[src/rtl/seg7_scan_decoder.sv]
// seg7_scan_decoder: samples a time-multiplexed, active-low 7-segment bus,
// decodes each strobed digit to BCD, assembles a frame, and commits it as BCD
// plus a binary value with a one-cycle valid pulse.
//
// Ports:
//   clk, rst_n    clock, asynchronous active-low reset
//   seg_n         segment lines (active-low), bit7 = dp, bits6:0 = g..a
//   dig_en_n      digit strobes (active-low, one-hot when valid), digit 0 = ones
//   bcd_out       last committed BCD digits, digit i at [4i+3:4i]
//   dp_out        last committed decimal points (active-high)
//   value_out     binary value of bcd_out (0x3FF if any digit undecodable)
//   value_valid   one-cycle pulse on each commit
//   frame_err     committed frame contained an undecodable pattern
//   stale         no frame committed within TIMEOUT_CYCLES
module seg7_scan_decoder #(
  parameter int unsigned NUM_DIGITS     = 2,
  parameter int unsigned SETTLE_CYCLES  = 8,
  parameter int unsigned TIMEOUT_CYCLES = 100000
) (
  input  logic                    clk,
  input  logic                    rst_n,
  input  logic [7:0]              seg_n,
  input  logic [NUM_DIGITS-1:0]   dig_en_n,
  output logic [4*NUM_DIGITS-1:0] bcd_out,
  output logic [NUM_DIGITS-1:0]   dp_out,
  output logic [9:0]              value_out,
  output logic                    value_valid,
  output logic                    frame_err,
  output logic                    stale
);

  localparam int unsigned IDX_W = (NUM_DIGITS > 1) ? $clog2(NUM_DIGITS) : 1;
  localparam int unsigned NL_W  = IDX_W + 1;
  localparam int unsigned SET_W = 8;
  localparam int unsigned TO_W  = (TIMEOUT_CYCLES > 1) ? $clog2(TIMEOUT_CYCLES + 1) : 1;
  localparam int unsigned BCD_W = 4 * NUM_DIGITS;

  typedef enum logic [1:0] {
    S_IDLE    = 2'd0,
    S_SETTLE  = 2'd1,
    S_CAPTURE = 2'd2,
    S_HOLD    = 2'd3
  } state_t;

  // Returns {bad, code}; blank decodes to 0 without error.
  function automatic logic [4:0] decode7(input logic [6:0] p);
    logic [4:0] r;
    case (p)
      7'h40:   r = 5'h00;
      7'h79:   r = 5'h01;
      7'h24:   r = 5'h02;
      7'h30:   r = 5'h03;
      7'h19:   r = 5'h04;
      7'h12:   r = 5'h05;
      7'h02:   r = 5'h06;
      7'h78:   r = 5'h07;
      7'h00:   r = 5'h08;
      7'h10:   r = 5'h09;
      7'h7F:   r = 5'h00;
      default: r = 5'h1F;
    endcase
    return r;
  endfunction

  // Two-flop synchronizers; idle level is all-ones (nothing driven).
  logic [7:0]            seg_s1_q, seg_s2_q;
  logic [NUM_DIGITS-1:0] en_s1_q, en_s2_q;

  always_ff @(posedge clk or negedge rst_n) begin
    if (!rst_n) begin
      seg_s1_q <= '1;
      seg_s2_q <= '1;
      en_s1_q  <= '1;
      en_s2_q  <= '1;
    end else begin
      seg_s1_q <= seg_n;
      seg_s2_q <= seg_s1_q;
      en_s1_q  <= dig_en_n;
      en_s2_q  <= en_s1_q;
    end
  end

  // Active strobe: exactly one low enable bit.
  logic             act_c;
  logic [IDX_W-1:0] act_idx_c;
  logic [NL_W-1:0]  nlow_c;

  always_comb begin
    nlow_c    = '0;
    act_idx_c = '0;
    for (int unsigned i = 0; i < NUM_DIGITS; i++) begin
      if (!en_s2_q[i]) begin
        nlow_c    = nlow_c + NL_W'(1);
        act_idx_c = IDX_W'(i);
      end
    end
    act_c = (nlow_c == NL_W'(1));
  end

  // Scan FSM state and latched digit context.
  state_t           state_q, state_d;
  logic [IDX_W-1:0] idx_q, idx_d;
  logic [7:0]       pat_q, pat_d;
  logic [SET_W-1:0] cnt_q, cnt_d;

  always_ff @(posedge clk or negedge rst_n) begin
    if (!rst_n) begin
      state_q <= S_IDLE;
      idx_q   <= '0;
      pat_q   <= '1;
      cnt_q   <= '0;
    end else begin
      state_q <= state_d;
      idx_q   <= idx_d;
      pat_q   <= pat_d;
      cnt_q   <= cnt_d;
    end
  end

  always_comb begin
    state_d = state_q;
    idx_d   = idx_q;
    pat_d   = pat_q;
    cnt_d   = cnt_q;
    case (state_q)
      S_IDLE: begin
        if (act_c) begin
          idx_d   = act_idx_c;
          pat_d   = seg_s2_q;
          cnt_d   = '0;
          state_d = S_SETTLE;
        end
      end
      S_SETTLE: begin
        if (!act_c) begin
          cnt_d   = '0;
          state_d = S_IDLE;
        end else if ((act_idx_c != idx_q) || (seg_s2_q != pat_q)) begin
          // Any bounce restarts the stability window on the new pattern.
          idx_d = act_idx_c;
          pat_d = seg_s2_q;
          cnt_d = '0;
        end else if (cnt_q == SET_W'(SETTLE_CYCLES - 1)) begin
          state_d = S_CAPTURE;
        end else begin
          cnt_d = cnt_q + SET_W'(1);
        end
      end
      S_CAPTURE: begin
        state_d = S_HOLD;
      end
      S_HOLD: begin
        if (!act_c || (act_idx_c != idx_q)) begin
          state_d = S_IDLE;
        end
      end
      default: begin
        state_d = S_IDLE;
      end
    endcase
  end

  // Frame assembly, timeout and commit.
  logic [BCD_W-1:0]      slots_q, slots_d;
  logic [NUM_DIGITS-1:0] dps_q, dps_d;
  logic [NUM_DIGITS-1:0] captured_q, captured_d;
  logic                  err_q, err_d;
  logic [TO_W-1:0]       to_cnt_q, to_cnt_d;
  logic                  stale_q, stale_d;
  logic [BCD_W-1:0]      bcd_q;
  logic [NUM_DIGITS-1:0] dp_q;
  logic [9:0]            value_q, value_c;
  logic                  valid_q;
  logic                  ferr_q;

  logic       cap_c;
  logic       commit_c;
  logic       to_hit_c;
  logic       err_set_c;
  logic [4:0] dec_c;
  logic [11:0] pad_c;

  always_comb begin
    cap_c      = (state_q == S_CAPTURE);
    dec_c      = decode7(pat_q[6:0]);
    slots_d    = slots_q;
    dps_d      = dps_q;
    captured_d = captured_q;
    if (cap_c) begin
      for (int unsigned i = 0; i < NUM_DIGITS; i++) begin
        if (idx_q == IDX_W'(i)) begin
          slots_d[4*i +: 4] = dec_c[3:0];
          dps_d[i]          = ~pat_q[7];
          captured_d[i]     = 1'b1;
        end
      end
    end
    err_set_c = err_q | (cap_c & dec_c[4]);
    commit_c  = cap_c && (&captured_d);
    to_hit_c  = (to_cnt_q == TO_W'(TIMEOUT_CYCLES - 1));

    err_d    = err_set_c;
    stale_d  = stale_q;
    to_cnt_d = to_cnt_q + TO_W'(1);
    if (cap_c) begin
      // A capture beats a coincident terminal count.
      to_cnt_d = '0;
    end else if (to_hit_c) begin
      to_cnt_d   = '0;
      captured_d = '0;
      err_d      = 1'b0;
      stale_d    = 1'b1;
    end
    if (commit_c) begin
      captured_d = '0;
      err_d      = 1'b0;
      stale_d    = 1'b0;
    end

    // Missing upper digits read as zero.
    pad_c = 12'(slots_d);
    if ((pad_c[3:0] == 4'hF) || (pad_c[7:4] == 4'hF) || (pad_c[11:8] == 4'hF)) begin
      value_c = 10'h3FF;
    end else begin
      value_c = 10'(pad_c[3:0]) + (10'(pad_c[7:4]) * 10'd10) + (10'(pad_c[11:8]) * 10'd100);
    end
  end

  always_ff @(posedge clk or negedge rst_n) begin
    if (!rst_n) begin
      slots_q    <= '0;
      dps_q      <= '0;
      captured_q <= '0;
      err_q      <= 1'b0;
      to_cnt_q   <= '0;
      stale_q    <= 1'b1;
      bcd_q      <= '0;
      dp_q       <= '0;
      value_q    <= '0;
      valid_q    <= 1'b0;
      ferr_q     <= 1'b0;
    end else begin
      slots_q    <= slots_d;
      dps_q      <= dps_d;
      captured_q <= captured_d;
      err_q      <= err_d;
      to_cnt_q   <= to_cnt_d;
      stale_q    <= stale_d;
      valid_q    <= commit_c;
      if (commit_c) begin
        bcd_q   <= slots_d;
        dp_q    <= dps_d;
        value_q <= value_c;
        ferr_q  <= err_set_c;
      end
    end
  end

  assign bcd_out     = bcd_q;
  assign dp_out      = dp_q;
  assign value_out   = value_q;
  assign value_valid = valid_q;
  assign frame_err   = ferr_q;
  assign stale       = stale_q;

endmodule

[config.mk]
export PLATFORM = sky130hd
export DESIGN_NAME = seg7_scan_decoder
export DESIGN_NICKNAME = d
export VERILOG_FILES = /design/src/rtl/seg7_scan_decoder.sv
export SDC_FILE = /design/constraint.sdc
export NUM_CORES = 1
export LEC_CHECK = 0
export BUFFER_PORTS_ARGS = -buffer_cell sky130_fd_sc_hd__buf_2
export CAP_MARGIN = 40
export CORE_ASPECT_RATIO = 2
export CORE_MARGIN = 2
export CORE_UTILIZATION = 32
export DETAILED_ROUTE_END_ITERATION = 8
export PLACE_DENSITY_LB_ADDON = 0.2
export SETUP_SLACK_MARGIN = 0.15
export SKIP_LAST_GASP = 1
export SYNTH_ARGS = -nofsm -noshare
export SYNTH_HDL_FRONTEND = slang
export SYNTH_SLANG_ARGS = --single-unit
[constraint.sdc]
create_clock -name clk -period 10 [get_ports clk]
set_input_delay 1 -clock clk [delete_from_list [all_inputs] [get_ports clk]]
set_output_delay 1 -clock clk [all_outputs]
set_load 0.005 [all_outputs]
==> results.ini <==
[status]
status = complete, no violations

[final_layout]
drive_gt1_share_pct = 25.8
num_antenna_cells = 0
stdcell_count = 597
fin_util_pct = 37.0
final_nets = 460
synthToLayoutAreaGrowth_pct = 12.8
n_fill_cell = 1331
postLayoutCellArea_um2 = 4970

[sta]
fin_crit_ns = 3.46
postLayoutSetupSlackWorst_ns = 6.54
worst_pin_slew_ns = 0.827
slew_headroom_pct = 44.9
whs_ns = 0.356
finClkSkew_ns = 0.0109
fmax_mhz = 289
post-route-period-util_pct = 34.6
slew_viol_final = 0
setup_viol = 0
hold_viol = 0
rsz0062_at_grt = false
fin_tns_setup_ns = 0

[worst_setup_path]
critPathKind = reg2reg
end_kind = flop
startpoint_type = flop
cp.arrival_ns = 3.73
worstPathRequired_ns = 10.27
path_cells = and4b_1, o21ai_2, nand3_2, a21oi_2, ha_1, ha_1, inv_1, fa_1, or3_1, nor2_1, mux2i_1, a41oi_2
cp_slowest_cell = dfstp_2
cp_max_fo = 9
crit_path_frequent_cell = ha_1
cp_slowest_stage_delay_ns = 0.63

[cts]
cts.sinks = 92
clk_pin_slew_ns = 0.07
clockRootBuffer = clkbuf_16
htree_levels = 3
cts_resized = 0
cts_inserted_buffers = 9
cts_tree = done
clockBufferDepth = 2
clock_latency_ns = 0.34
cts_hold_buffers = 0
post_cts_buffers = 0

[grt]
track_usage_pct = 13.9
grt_pass1_wl_um = 16000
grt_overflow_total = 0
grt_pass1_vias = 3172
antenna_found_initial = 0
grt_max_degree = 65

[place]
dp.cells = 581
gp_congestion = 0.789
dp_hpwl_um = 6630
post-place-ws_ns = 6.50
io_buffers = 34
dpl-instance-area_um2 = 4690

[drt]
routedWlPerCell_um = 15.3
drc = 0
routed_wl_um = 9150
vias = 3022
drtPass1Iterations = 4
drt_iter0_markers = 142
avgViaCountPerCell = 5.06
ant_nets = 0

[power]
p_per_area_nw_per_um2 = 158
p_leak_nw = 2.24
ir_drop_mv = 0.0771
finalPower_uw = 785

[die]
die_w_um = 86.9
die_h_um = 170
dieArea_um2 = 14800
start_util_pct = 32.8
pin_count = 35
rows = 60
fp.coreArea_um2 = 13400

[synthesis]
synth_edf_count = 0
syn_avg_cell_area_um2 = 10.8
ys_seq_area_share_pct = 53.1
syn_area_um2 = 4400
ys_seq_elements = 92
async_reset_ff_share_pct = 100
yosys_warnings = 0
synth_nets = 429
syn_inst = 406
synth_flop_cell = dfrtp_1
ys_types = 66

[min_path]
hold_class = reg2reg

[run]
maxCapViolations = 0

==> critical path: cells and delay by family, from the launching register on <==
family	cells	cell delay, ns
adders and majority gates	3	0.94
and+or+nand+nor	4	0.92
AOI/OAI and AO/OA	3	0.74
DFF	1	0.63
muxes	1	0.09
buffers and inverters	1	0.07
==> flip-flops by register name, summed over array words and instances, names as in the netlist, 8 cells and up, named ones only <==
name	flops
to_cnt_q	17
value_out	10
bcd_out	8
cnt_q	8
pat_q	8
seg_s1_q	8
seg_s2_q	8
slots_q	8
==> cell usage in the layout (no fill, tap or decap), types with 4 or more instances in the layout <==
cell type,Yosys,layout
a21oi_1,8,8
a31oi_1,7,7
and3_1,6,6
buf_2,7,33
clkbuf_16,0,9
dfrtp_1,63,63
dfstp_2,29,29
ha_1,9,9
inv_1,13,13
mux2_2,8,8
nand2_1,49,49
nand2b_1,4,4
nand3_1,15,15
nand4_1,5,5
nor2_1,56,56
nor3_1,10,10
nor4_1,4,4
o21ai_0,10,10
xnor2_1,16,16
xor2_1,17,17
==> final cells by class <==
cell class | instances | area, um^2 | area share, %
Clock inverter | 4 | 32.5 | 0.655
Inverter | 14 | 52.6 | 1.06
Timing Repair Buffer | 35 | 180 | 3.63
Tap cell | 155 | 194 | 3.90
Clock buffer | 12 | 246 | 4.96
Sequential cell | 92 | 2340 | 47.1
Multi-Input combinational cell | 285 | 1920 | 38.7
==> final timing paths <==
check,from,endpoint,slack (ns),cells after the start
setup / recovery,pat_q[1],value_out[7],6.54,12
hold / removal,seg_s1_q[5],seg_s2_q[5],0.36,0
setup reg to reg,pat_q[1],value_out[7],6.54,12
hold reg to reg,seg_s1_q[5],seg_s2_q[5],0.36,0
max in group asynchronous,rst_n,slots_q[2],8.28,2
min in group asynchronous,rst_n,to_cnt_q[0],0.57,1
==> logic make-up after synthesis <==
group	after synthesis	synth area share (%)
multiplexers	10	2.53
adder cells (fa/ha/maj)	11	3.47
AND/OR/NAND/NOR	176	19.9
flip-flops	92	53.1
XOR/XNOR	33	6.56
AO/OA/AOI/OAI	55	11.3
buffers and inverters	29	3.18
==> power breakdown <==
part / internal [mW] / total [mW] / switching [mW]
Combinational: 0.0221 / 0.0556 / 0.0335
Clock: 0.177 / 0.321 / 0.144
Sequential: 0.390 / 0.408 / 0.0183
Total: 0.589 / 0.785 / 0.196
==> routing by layer <==
layer  vias to the layer above  GRT usage, %  wire length (um)
met2                        37          24.5              5080
met5                         -             0                 0
met1                      1521          16.0              3630
met3                        13          2.76               216
met4                         0          5.57               211
li1                       1451             -                 -
==> synth_stat cells, types with 2 or more instances <==
cell type	instances	area share, %
buf_2	7	0.80
a31oi_4	2	0.97
o21ai_1	3	0.34
nor4_1	4	0.57
ha_1	9	2.6
xor2_1	17	3.4
a31oi_2	2	0.57
a21oi_2	3	0.60
nor4_2	3	0.85
nor3b_1	2	0.34
nand2b_1	4	0.57
dfrtp_1	63	36
inv_1	13	1.1
nor3_1	10	1.1
fa_1	2	0.91
and2_1	3	0.43
nor2_1	56	4.8
mux2_2	8	2.0
dfstp_2	29	17
nand4_1	5	0.71
xnor2_1	16	3.2
and3_1	6	0.85
a21oi_1	8	0.91
or3_1	3	0.43
o21ai_0	10	1.1
or2_1	2	0.28
clkbuf_1	3	0.26
a21o_1	2	0.34
nand3_1	15	1.7
a31oi_1	7	0.99
buf_4	4	0.68
nand2_1	49	4.2
o31ai_1	3	0.51
Power figures use the tool's default switching activity.
